<file path="config.mk">
export PLATFORM = sky130hd
export DESIGN_NAME = instruction_fetch_queue_flat
export DESIGN_NICKNAME = d
export VERILOG_FILES = /design/src/rtl/ifetch_pkg.sv /design/src/rtl/instruction_fetch_queue_if.sv /design/src/rtl/ifq_fifo.sv /design/src/rtl/instruction_fetch_queue.sv /design/src/flat_wrapper.sv
export SDC_FILE = /design/constraint.sdc
export NUM_CORES = 1
export LEC_CHECK = 0
export BUFFER_PORTS_ARGS = -buffer_cell sky130_fd_sc_hd__clkbuf_2
export CORE_MARGIN = 4
export CORE_UTILIZATION = 50
export DETAILED_ROUTE_END_ITERATION = 16
export GPL_ROUTABILITY_DRIVEN = 0
export PLACE_DENSITY = 0.67
export SKIP_LAST_GASP = 1
export SYNTH_ARGS = -nofsm -noshare
export SYNTH_HDL_FRONTEND = slang
export SYNTH_HIERARCHICAL = 1
export SYNTH_SLANG_ARGS = --single-unit
export TNS_END_PERCENT = 50
</file>
<file path="constraint.sdc">
create_clock -name clk -period 2.8 [get_ports clk]
set_input_delay 0.28 -clock clk [delete_from_list [all_inputs] [get_ports clk]]
set_output_delay 0.28 -clock clk [all_outputs]
set_load 0.02 [all_outputs]
</file>
<file path="src/rtl/ifetch_pkg.sv">
// Shared fetch-stage constants and the {pc, instr} entry layout used by fetch and decode.
package ifetch_pkg;

  localparam int unsigned DefDataW       = 32;
  localparam int unsigned DefAddrW       = 32;
  localparam logic [31:0] ResetPcDefault = 32'h0000_0000;
  localparam int unsigned PcInc          = 4;

  // Entry packing: pc in the upper bits, instr in the lower bits.
  typedef struct packed {
    logic [DefAddrW-1:0] pc;
    logic [DefDataW-1:0] instr;
  } fetch_entry_t;

  localparam int unsigned FetchEntryW   = $bits(fetch_entry_t);
  localparam int unsigned EntryInstrLsb = 0;
  localparam int unsigned EntryPcLsb    = DefDataW;

endpackage

</file>
<file path="src/rtl/instruction_fetch_queue_if.sv">
// Fetch-to-decode handshake: the fetch queue is the master, decode is the slave.
interface instruction_fetch_queue_if #(
  parameter int unsigned DATA_W = 32,
  parameter int unsigned ADDR_W = 32,
  parameter int unsigned LVL_W  = 3
);
  logic              out_valid;
  logic              out_ready;
  logic [DATA_W-1:0] instr;
  logic [ADDR_W-1:0] pc_out;
  logic [LVL_W-1:0]  q_level;

  modport master (
    output out_valid,
    output instr,
    output pc_out,
    output q_level,
    input  out_ready
  );

  modport slave (
    input  out_valid,
    input  instr,
    input  pc_out,
    input  q_level,
    output out_ready
  );
endinterface

</file>
<file path="src/rtl/ifq_fifo.sv">
// Synchronous FIFO with flush and occupancy output; read data is the current head entry.
module ifq_fifo #(
  parameter int unsigned  WIDTH = 64,
  parameter int unsigned  DEPTH = 4,
  localparam int unsigned PTR_W = $clog2(DEPTH),
  localparam int unsigned CNT_W = PTR_W + 1
) (
  input  logic             clk_i,
  input  logic             rst_ni,
  input  logic             flush_i,
  input  logic             push_i,
  input  logic [WIDTH-1:0] wdata_i,
  input  logic             pop_i,
  output logic [WIDTH-1:0] rdata_o,
  output logic             valid_o,
  output logic [CNT_W-1:0] level_o
);
  logic [WIDTH-1:0] mem_q [DEPTH];
  logic [PTR_W-1:0] wr_ptr_q, wr_ptr_d;
  logic [PTR_W-1:0] rd_ptr_q, rd_ptr_d;
  logic [CNT_W-1:0] count_q, count_d;
  logic             push_en, pop_en;

  assign push_en = push_i && (count_q != CNT_W'(DEPTH));
  assign pop_en  = pop_i && (count_q != '0);

  always_comb begin
    wr_ptr_d = wr_ptr_q;
    rd_ptr_d = rd_ptr_q;
    count_d  = count_q;
    if (flush_i) begin
      wr_ptr_d = '0;
      rd_ptr_d = '0;
      count_d  = '0;
    end else begin
      if (push_en) wr_ptr_d = wr_ptr_q + PTR_W'(1);
      if (pop_en)  rd_ptr_d = rd_ptr_q + PTR_W'(1);
      unique case ({push_en, pop_en})
        2'b10:   count_d = count_q + CNT_W'(1);
        2'b01:   count_d = count_q - CNT_W'(1);
        default: count_d = count_q;
      endcase
    end
  end

  always_ff @(posedge clk_i or negedge rst_ni) begin
    if (!rst_ni) begin
      wr_ptr_q <= '0;
      rd_ptr_q <= '0;
      count_q  <= '0;
    end else begin
      wr_ptr_q <= wr_ptr_d;
      rd_ptr_q <= rd_ptr_d;
      count_q  <= count_d;
    end
  end

  always_ff @(posedge clk_i) begin
    if (push_en && !flush_i) mem_q[wr_ptr_q] <= wdata_i;
  end

  assign rdata_o = mem_q[rd_ptr_q];
  assign valid_o = (count_q != '0);
  assign level_o = count_q;
endmodule

</file>
<file path="src/rtl/instruction_fetch_queue.sv">
// Fetch stage: loadable imem, fetch PC, one-deep in-flight read and a credit-limited prefetch queue.
module instruction_fetch_queue
  import ifetch_pkg::*;
#(
  parameter int unsigned       DATA_W     = DefDataW,
  parameter int unsigned       ADDR_W     = DefAddrW,
  parameter int unsigned       IMEM_DEPTH = 32,
  parameter int unsigned       FIFO_DEPTH = 4,
  parameter logic [ADDR_W-1:0] RESET_PC   = ADDR_W'(ResetPcDefault),
  localparam int unsigned      IDX_W      = $clog2(IMEM_DEPTH),
  localparam int unsigned      LVL_W      = $clog2(FIFO_DEPTH) + 1
) (
  input  logic              clk,
  input  logic              rst_n,
  input  logic              load_mem_en,
  input  logic [IDX_W-1:0]  load_mem_addr,
  input  logic [DATA_W-1:0] load_mem_data,
  input  logic              redirect_en,
  input  logic [ADDR_W-1:0] redirect_pc,
  instruction_fetch_queue_if.master dq
);
  localparam int unsigned    EntryW  = ADDR_W + DATA_W;
  localparam logic [LVL_W:0] Credits = (LVL_W + 1)'(FIFO_DEPTH);

  logic [DATA_W-1:0] imem [IMEM_DEPTH];
  logic [ADDR_W-1:0] fetch_pc_q, fetch_pc_d;
  logic [ADDR_W-1:0] inflight_pc_q;
  logic              inflight_q;
  logic [DATA_W-1:0] rdata_q;
  logic [IDX_W-1:0]  rd_idx;
  logic              issue, push, pop;
  logic              head_valid;
  logic [LVL_W-1:0]  level;
  logic [EntryW-1:0] head;
  logic              unused_redirect_lsb;

  assign unused_redirect_lsb = ^redirect_pc[1:0];
  assign rd_idx = fetch_pc_q[IDX_W+1:2];

  // Queued entries plus the in-flight read must fit, so a push can never hit a full queue.
  assign issue = !load_mem_en && !redirect_en &&
                 (({1'b0, level} + {{LVL_W{1'b0}}, inflight_q}) < Credits);
  // A redirect kills the read returning this cycle.
  assign push  = inflight_q && !redirect_en;
  assign pop   = head_valid && dq.out_ready;

  always_comb begin
    fetch_pc_d = fetch_pc_q;
    if (redirect_en) begin
      fetch_pc_d = {redirect_pc[ADDR_W-1:2], 2'b00};
    end else if (issue) begin
      fetch_pc_d = fetch_pc_q + ADDR_W'(PcInc);
    end
  end

  always_ff @(posedge clk or negedge rst_n) begin
    if (!rst_n) begin
      fetch_pc_q    <= RESET_PC;
      inflight_q    <= 1'b0;
      inflight_pc_q <= '0;
    end else begin
      fetch_pc_q <= fetch_pc_d;
      inflight_q <= issue;
      if (issue) inflight_pc_q <= fetch_pc_q;
    end
  end

  // Memory contents survive reset; loads and issues never share a cycle.
  always_ff @(posedge clk) begin
    if (load_mem_en) imem[load_mem_addr] <= load_mem_data;
    if (issue)       rdata_q <= imem[rd_idx];
  end

  ifq_fifo #(
    .WIDTH (EntryW),
    .DEPTH (FIFO_DEPTH)
  ) u_fifo (
    .clk_i   (clk),
    .rst_ni  (rst_n),
    .flush_i (redirect_en),
    .push_i  (push),
    .wdata_i ({inflight_pc_q, rdata_q}),
    .pop_i   (pop),
    .rdata_o (head),
    .valid_o (head_valid),
    .level_o (level)
  );

  assign dq.out_valid = head_valid;
  assign dq.instr     = head_valid ? head[DATA_W-1:0] : '0;
  assign dq.pc_out    = head_valid ? head[DATA_W +: ADDR_W] : '0;
  assign dq.q_level   = level;
endmodule
</file>
<file path="src/flat_wrapper.sv">
// flat-port wrapper written by rule: the top's interface ports become plain ports
module instruction_fetch_queue_flat import ifetch_pkg::*;
#(
  parameter int unsigned       DATA_W     = DefDataW,
  parameter int unsigned       ADDR_W     = DefAddrW,
  parameter int unsigned       IMEM_DEPTH = 32,
  parameter int unsigned       FIFO_DEPTH = 4,
  parameter logic [ADDR_W-1:0] RESET_PC   = ADDR_W'(ResetPcDefault),
  localparam int unsigned      IDX_W      = $clog2(IMEM_DEPTH),
  localparam int unsigned      LVL_W      = $clog2(FIFO_DEPTH) + 1
)
  (clk, rst_n, load_mem_en, load_mem_addr, load_mem_data, redirect_en, redirect_pc, dq_out_valid, dq_instr, dq_pc_out, dq_q_level, dq_out_ready);
  instruction_fetch_queue_if #(.DATA_W(DATA_W), .ADDR_W(ADDR_W)) dq_i ();
  input  logic clk;
  input  logic rst_n;
  input  logic load_mem_en;
  input  logic [IDX_W-1:0] load_mem_addr;
  input  logic [DATA_W-1:0] load_mem_data;
  input  logic redirect_en;
  input  logic [ADDR_W-1:0] redirect_pc;
  output wire logic [$bits(dq_i.out_valid)-1:0] dq_out_valid;
  output wire logic [$bits(dq_i.instr)-1:0] dq_instr;
  output wire logic [$bits(dq_i.pc_out)-1:0] dq_pc_out;
  output wire logic [$bits(dq_i.q_level)-1:0] dq_q_level;
  input wire logic [$bits(dq_i.out_ready)-1:0] dq_out_ready;
  assign dq_out_valid = dq_i.out_valid;
  assign dq_instr = dq_i.instr;
  assign dq_pc_out = dq_i.pc_out;
  assign dq_q_level = dq_i.q_level;
  assign dq_i.out_ready = dq_out_ready;
  instruction_fetch_queue #(.DATA_W(DATA_W), .ADDR_W(ADDR_W), .IMEM_DEPTH(IMEM_DEPTH), .FIFO_DEPTH(FIFO_DEPTH), .RESET_PC(RESET_PC)) u_core (.clk(clk), .rst_n(rst_n), .load_mem_en(load_mem_en), .load_mem_addr(load_mem_addr), .load_mem_data(load_mem_data), .redirect_en(redirect_en), .redirect_pc(redirect_pc), .dq(dq_i));
endmodule
</file>
# Word-level counts from Yosys, hierarchy flattened
# Memory sizes are Yosys's and may differ from the RTL's. A register that Yosys moved wholly into a read port is not among the register bits.
# Cells that the tools add are included.
# op_classes
reduce_logical,14
n_addsub,6
magnitude_cmp,1
n_mux,14
n_eq_ne,3
# ops
op,count
$mux W32,4
$add A32 B3 Y32 const B,1
$mux W2,4
$logic_and A1 B1 Y1,7
$pmux W3 S2,1
$reduce_bool A2 Y1,3
$reduce_bool A3 Y1,2
$add A2 B1 Y2 const B,2
$add A3 B1 Y4,1
$lt A4 B3 Y1 const B,1
$mux W1,4
$add A3 B1 Y3 const B,1
$mux W3,1
$ne A3 B3 Y1 const B,1
$sub A3 B1 Y3 const B,1
$eq A2 B1 Y1 const B,1
$eq A2 B2 Y1 const B,1
$logic_not A1 Y1,2
# totals
ramBits,1280
out_inout_bits,68
wordCells,46
mem_count,2
reg_bits,72
# mem_list
memory,words,word_bits,rd,rd_ports_with_merged_regs,wr,line,rtl
u_core.imem,32,32,1,1,1,instruction_fetch_queue.sv:25,logic [DATA_W-1:0] imem [IMEM_DEPTH];
u_core.u_fifo.mem_q,4,64,1,0,1,ifq_fifo.sv:18,logic [WIDTH-1:0] mem_q [DEPTH];

# Longest topological paths before layout
# logic_depth
depth_word,6
depth_mapped,11
depth_no_buf,9

# Hierarchy
# Netlist, hierarchy kept.
# modules_own_cells
mod,n_inst,area_per_inst_um2,cells_each
instruction_fetch_queue,1,42973.7,2161
ifq_fifo,1,9768.1,396

# Worst setup path after synthesis
# OpenSTA, ideal clock, no wires.
# synth_timing
path_kind,input port to flip-flop
start,input redirect_en
end,"memory u_core.u_fifo.mem_q[0][0], enable pin"
stages,7
t_arrival_ns,2.790
setup_slack_ns,-0.419
required_ns,2.371
n_path_buf,3
cell_sequence,buf_2 > buf_1 > nor2b_1 > buf_2 > o21ai_4 > nor2_1 > and2_1
# synth_between
elab_chain_cells,6
# synth_lines
item,line,rtl
start: declaration,flat_wrapper.sv:19,input logic redirect_en;
$logic_not A1 Y1,instruction_fetch_queue.sv:44,assign push = inflight_q && !redirect_en;
$logic_and A1 B1 Y1,instruction_fetch_queue.sv:44,
via u_core.push,instruction_fetch_queue.sv:31,"logic issue, push, pop;"
$logic_and A1 B1 Y1,ifq_fifo.sv:24,assign push_en = push_i && (count_q != CNT_W'(DEPTH));
$logic_and A1 B1 Y1,ifq_fifo.sv:59,if (push_en && !flush_i) mem_q[wr_ptr_q] <= wdata_i;
$mux W1,ifq_fifo.sv:59,
$mux W1 (implied by the code),ifq_fifo.sv:59,
end: declaration,ifq_fifo.sv:18,
# The timed path passes the listed nets, and every way through them passes these cells.

# Final worst setup path
# layout_timing
start,register u_core.u_fifo.rd_ptr_q[0]
end,output dq_instr[3]
# layout_between
elab_chain_cells,2
# layout_lines
item,line,rtl
start: declaration,ifq_fifo.sv:20,"logic [PTR_W-1:0] rd_ptr_q, rd_ptr_d;"
start signal: assignment,ifq_fifo.sv:53,rd_ptr_q <= rd_ptr_d;
$mem_v2 Z4 W64,--,
via u_core.head[3],instruction_fetch_queue.sv:34,logic [EntryW-1:0] head;
$mux W32,instruction_fetch_queue.sv:90,assign dq.instr = head_valid ? head[DATA_W-1:0] : '0;
end: declaration,flat_wrapper.sv:22,output wire logic [$bits(dq_i.instr)-1:0] dq_instr;
# The timed path passes the listed nets, and every way through them passes these cells.

==> qor.yml <==
yosys:
  ys_warn_count: 6
  synth_area_leader_cell: "edfxtp_1"
  ys.flop_type: "edfxtp_1"
  async_flop_share_pct: 4.93
  yosysUniqueCellTypes: 58
  synth_common_cells: "edfxtp_1, mux4_2, mux2i_1"
  yosys-mux-area-fraction_pct: 13.4
  synthSimpleGateAreaFrac_pct: 3.05
  synth-seq-cells: 1380
  ys_seq_area_share_pct: 77.9
  netlist_area_um2: 52700
  synth_compound_area_share_pct: 4.05
  yosys.area_share.adder_pct: 0.157
  synth_area_leaders: "edfxtp_1, mux4_2, dfrtp_1"
  synth_top_family_by_area: "multiplexers"
  synth_edf_count: 1312
  yosysTopAreaCellShare_pct: 74.7
  avgSynthCellArea_um2: 20.6
  synth-xor-area-share_pct: 0.0830
  yosysMostFrequentCell: "edfxtp_1"
  syn_inst: 2557
finish:
  drive_gt1_share_pct: 26.8
  fin_cells: 4377
  final_area_um2: 61200
  nNetsFinal: 2964
  area_delta_synth_final_pct: 16.1
critical_path:
  regToRegSetupSlack_ps: 210
  cp.required_ps: 2520
  cpMaxStageDelayCell: "mux4_2"
  path_class: "flop to output pin"
  cpPeakStageDelay_ps: 570
  path_max_fanout: 16
  cp-end-kind: "output pin"
  worstSetupStartpointType: "flop"
  arrival_ps: 2430
  path_cells: "buf_12 > mux4_2 > and2_1 > clkbuf_2"
sta:
  fin_skew_ps: 23.7
  maxSlewViolCount: 0
  tightestPinTransition_ps: 1030
  setup_ws_ps: 90.9
  fin_crit_sh_pct: 96.8
  setup_viol: 0
  hold_viol_final: 0
  setup_tns_ps: 0
  min_period_ps: 2710
  rsz0062_at_grt: "no"
  relSlewSlack_pct: 31.0
  clock.fmax_mhz: 369
clock_network:
  cts_max_level: 4
  clk_pin_slew_ps: 60
  cts_buffers: 137
  clockBufferDepth: 3
  root_buffer: "clkbuf_16"
  cts_sinks: 1380
  cts_tree: "done"
  clkLatencyLatePin_ps: 740
detailed_routing:
  first_pass_iters: 5
  drt_iter0_markers: 3108
  detail-route-antenna-nets: 0
  num_vias: 26900
  route.detailed.drc: 0
  wl_per_cell_um: 28.9
  wirelength_mm: 127
  viasPerCell: 6.15
place:
  post-place-ws_ps: 281
  place_inst: 4092
  port_buffers: 139
  dpl_cell_area_um2: 56400
  hpwl_mm: 73.3
global_routing:
  grt-ovfl-total: 0
  antenna_found_initial: 10
  grt_pass1_vias: 27100
  grt_start_max_net_pins: 67
  grt_pass1_wl_mm: 185
  grt_util_all_layers_pct: 22.9
pwr:
  p_per_area_nw_per_um2: 732
  static-leakage-power_nw: 20.1
  irDropWorstVdd_v: 0.000586
floorplan:
  fp.dieW_um: 333
  start_util_pct: 50.7
  die_y_um: 333
  die_area_um2: 111000
  core_um2: 104000
  io_pins: 142
  rows: 118
outcome:
  outcome: "completed"
job:
  drv_cap: 0
min_path:
  hold_path_class: "input port to flop"
==> cell families after synthesis <==
family                   count (synthesis)
flip-flops                            1380
multiplexers                           388
AND/OR/NAND/NOR                        325
AO/OA/AOI/OAI                          300
buffers and inverters                  152
adder cells (fa/ha/maj)                  6
XOR/XNOR                                 5
other                                    1
==> critical path: cells and delay by family, from the launching register on <==
kind / cells / cell delay (ps)
multiplexers: 1 / 570
AND/OR/NAND/NOR: 1 / 190
flip-flops: 1 / 530
buffers and inverters: 2 / 370
==> where the power goes <==
group / internal (mW) / switching, mW
clock network: 10.5 / 7.54
logic: 1.38 / 1.89
registers: 23.1 / 0.353
==> metrics by stage <==
stage	utilization [%]	hold slack [ps]	power, mW
3_5_place_dp	54.2	472	27.1
4_1_cts	58.8	93.7	45.1
6_report	58.8	133	44.8
3_3_place_gp	54.2	460	27.0
2_1_floorplan	-	-15.6	25.7
5_1_grt	58.8	148	46.3
==> repair_timing <==
item	in CTS	in global routing
hold buffers	31	0
endpoints found under the setup margin	53	0
setup buffers	2	0
gates resized for setup	3	0
endpoints found under the hold margin	68	0
==> layout by cell type (no fill, tap or decap), types with 5 or more instances in the layout <==
cell type      instances
nor2b_1                5
diode_2                6
a22oi_1               94
nand3b_1               8
nor4_1                 8
nor3_1                12
nor2_4                33
a31oi_1                5
mux2i_1              130
ha_1                   5
a21oi_1               70
clkinv_2              18
and2_1                67
dlygate4sd3_1         31
inv_6                  7
mux4_2               256
clkbuf_16            138
conb_1                 8
a221o_1               10
bufinv_16             14
o221ai_1              60
edfxtp_1            1312
buf_12                34
nand3_1               19
or3_1                  5
clkbuf_2             138
nand4_1                9
o21ai_0               27
buf_4                117
o311ai_0               5
clkbuf_1              29
clkinv_1              26
dfrtp_4                5
dfrtp_1               62
inv_1                  8
nor2_1                22
nand2_1              111
==> layer usage <==
| layer | GRT usage, % | vias up | share of wire [%] |
|---|---|---|---|
| li1 | - | 11300 | - |
| met1 | 31.9 | 14200 | 39 |
| met2 | 36.4 | 1250 | 48 |
| met3 | 5.25 | 244 | 9.5 |
| met4 | 7.47 | 10 | 2.9 |
| met5 | 0 | - | 0.047 |
==> path summary, 6_finish.rpt <==
check | depth (start not counted) | from | to
worst max-delay path | 4 | u_core/u_fifo/rd_ptr_q[0]$_DFFE_PN0P_ | dq_instr[3]
worst min-delay path | 1 | load_mem_data[16] | u_core/imem[22][16]$_DFFE_PP_
worst max register to register | 9 | u_core/u_fifo/level_o[1]$_DFFE_PN0P_ | u_core/u_fifo/level_o[2]$_DFFE_PN0P_
worst min register to register | 0 | u_core/rdata_q[29]$_DFFE_PP_ | u_core/u_fifo/mem_q[3][29]$_DFFE_PP_
max in group asynchronous | 3 | rst_n | u_core/fetch_pc_q[6]$_DFFE_PN0P_
min in group asynchronous | 2 | rst_n | u_core/u_fifo/rd_ptr_q[1]$_DFFE_PN0P_
==> flip-flops by register name, summed over array words and instances, names as in the netlist <==
signal	count
u_core/imem	1024
u_core/u_fifo/mem_q	256
u_core/rdata_q	32
u_core/fetch_pc_q	30
u_core/inflight_pc_q	30
u_core/u_fifo/level_o	3
u_core/u_fifo/rd_ptr_q	2
u_core/u_fifo/wr_ptr_q	2
u_core/inflight_q	1
==> final cells by class <==
cell class	instances	area (um2)
clock inverters	75	832
multi-input cells	1032	11300
well taps	1380	1730
repair buffers	323	2590
clock buffers	171	3620
fillers	7398	42900
diodes	6	15.0
inverters	10	38.8
flip-flops and latches	1380	41100
(Power assumes the default switching activity.)
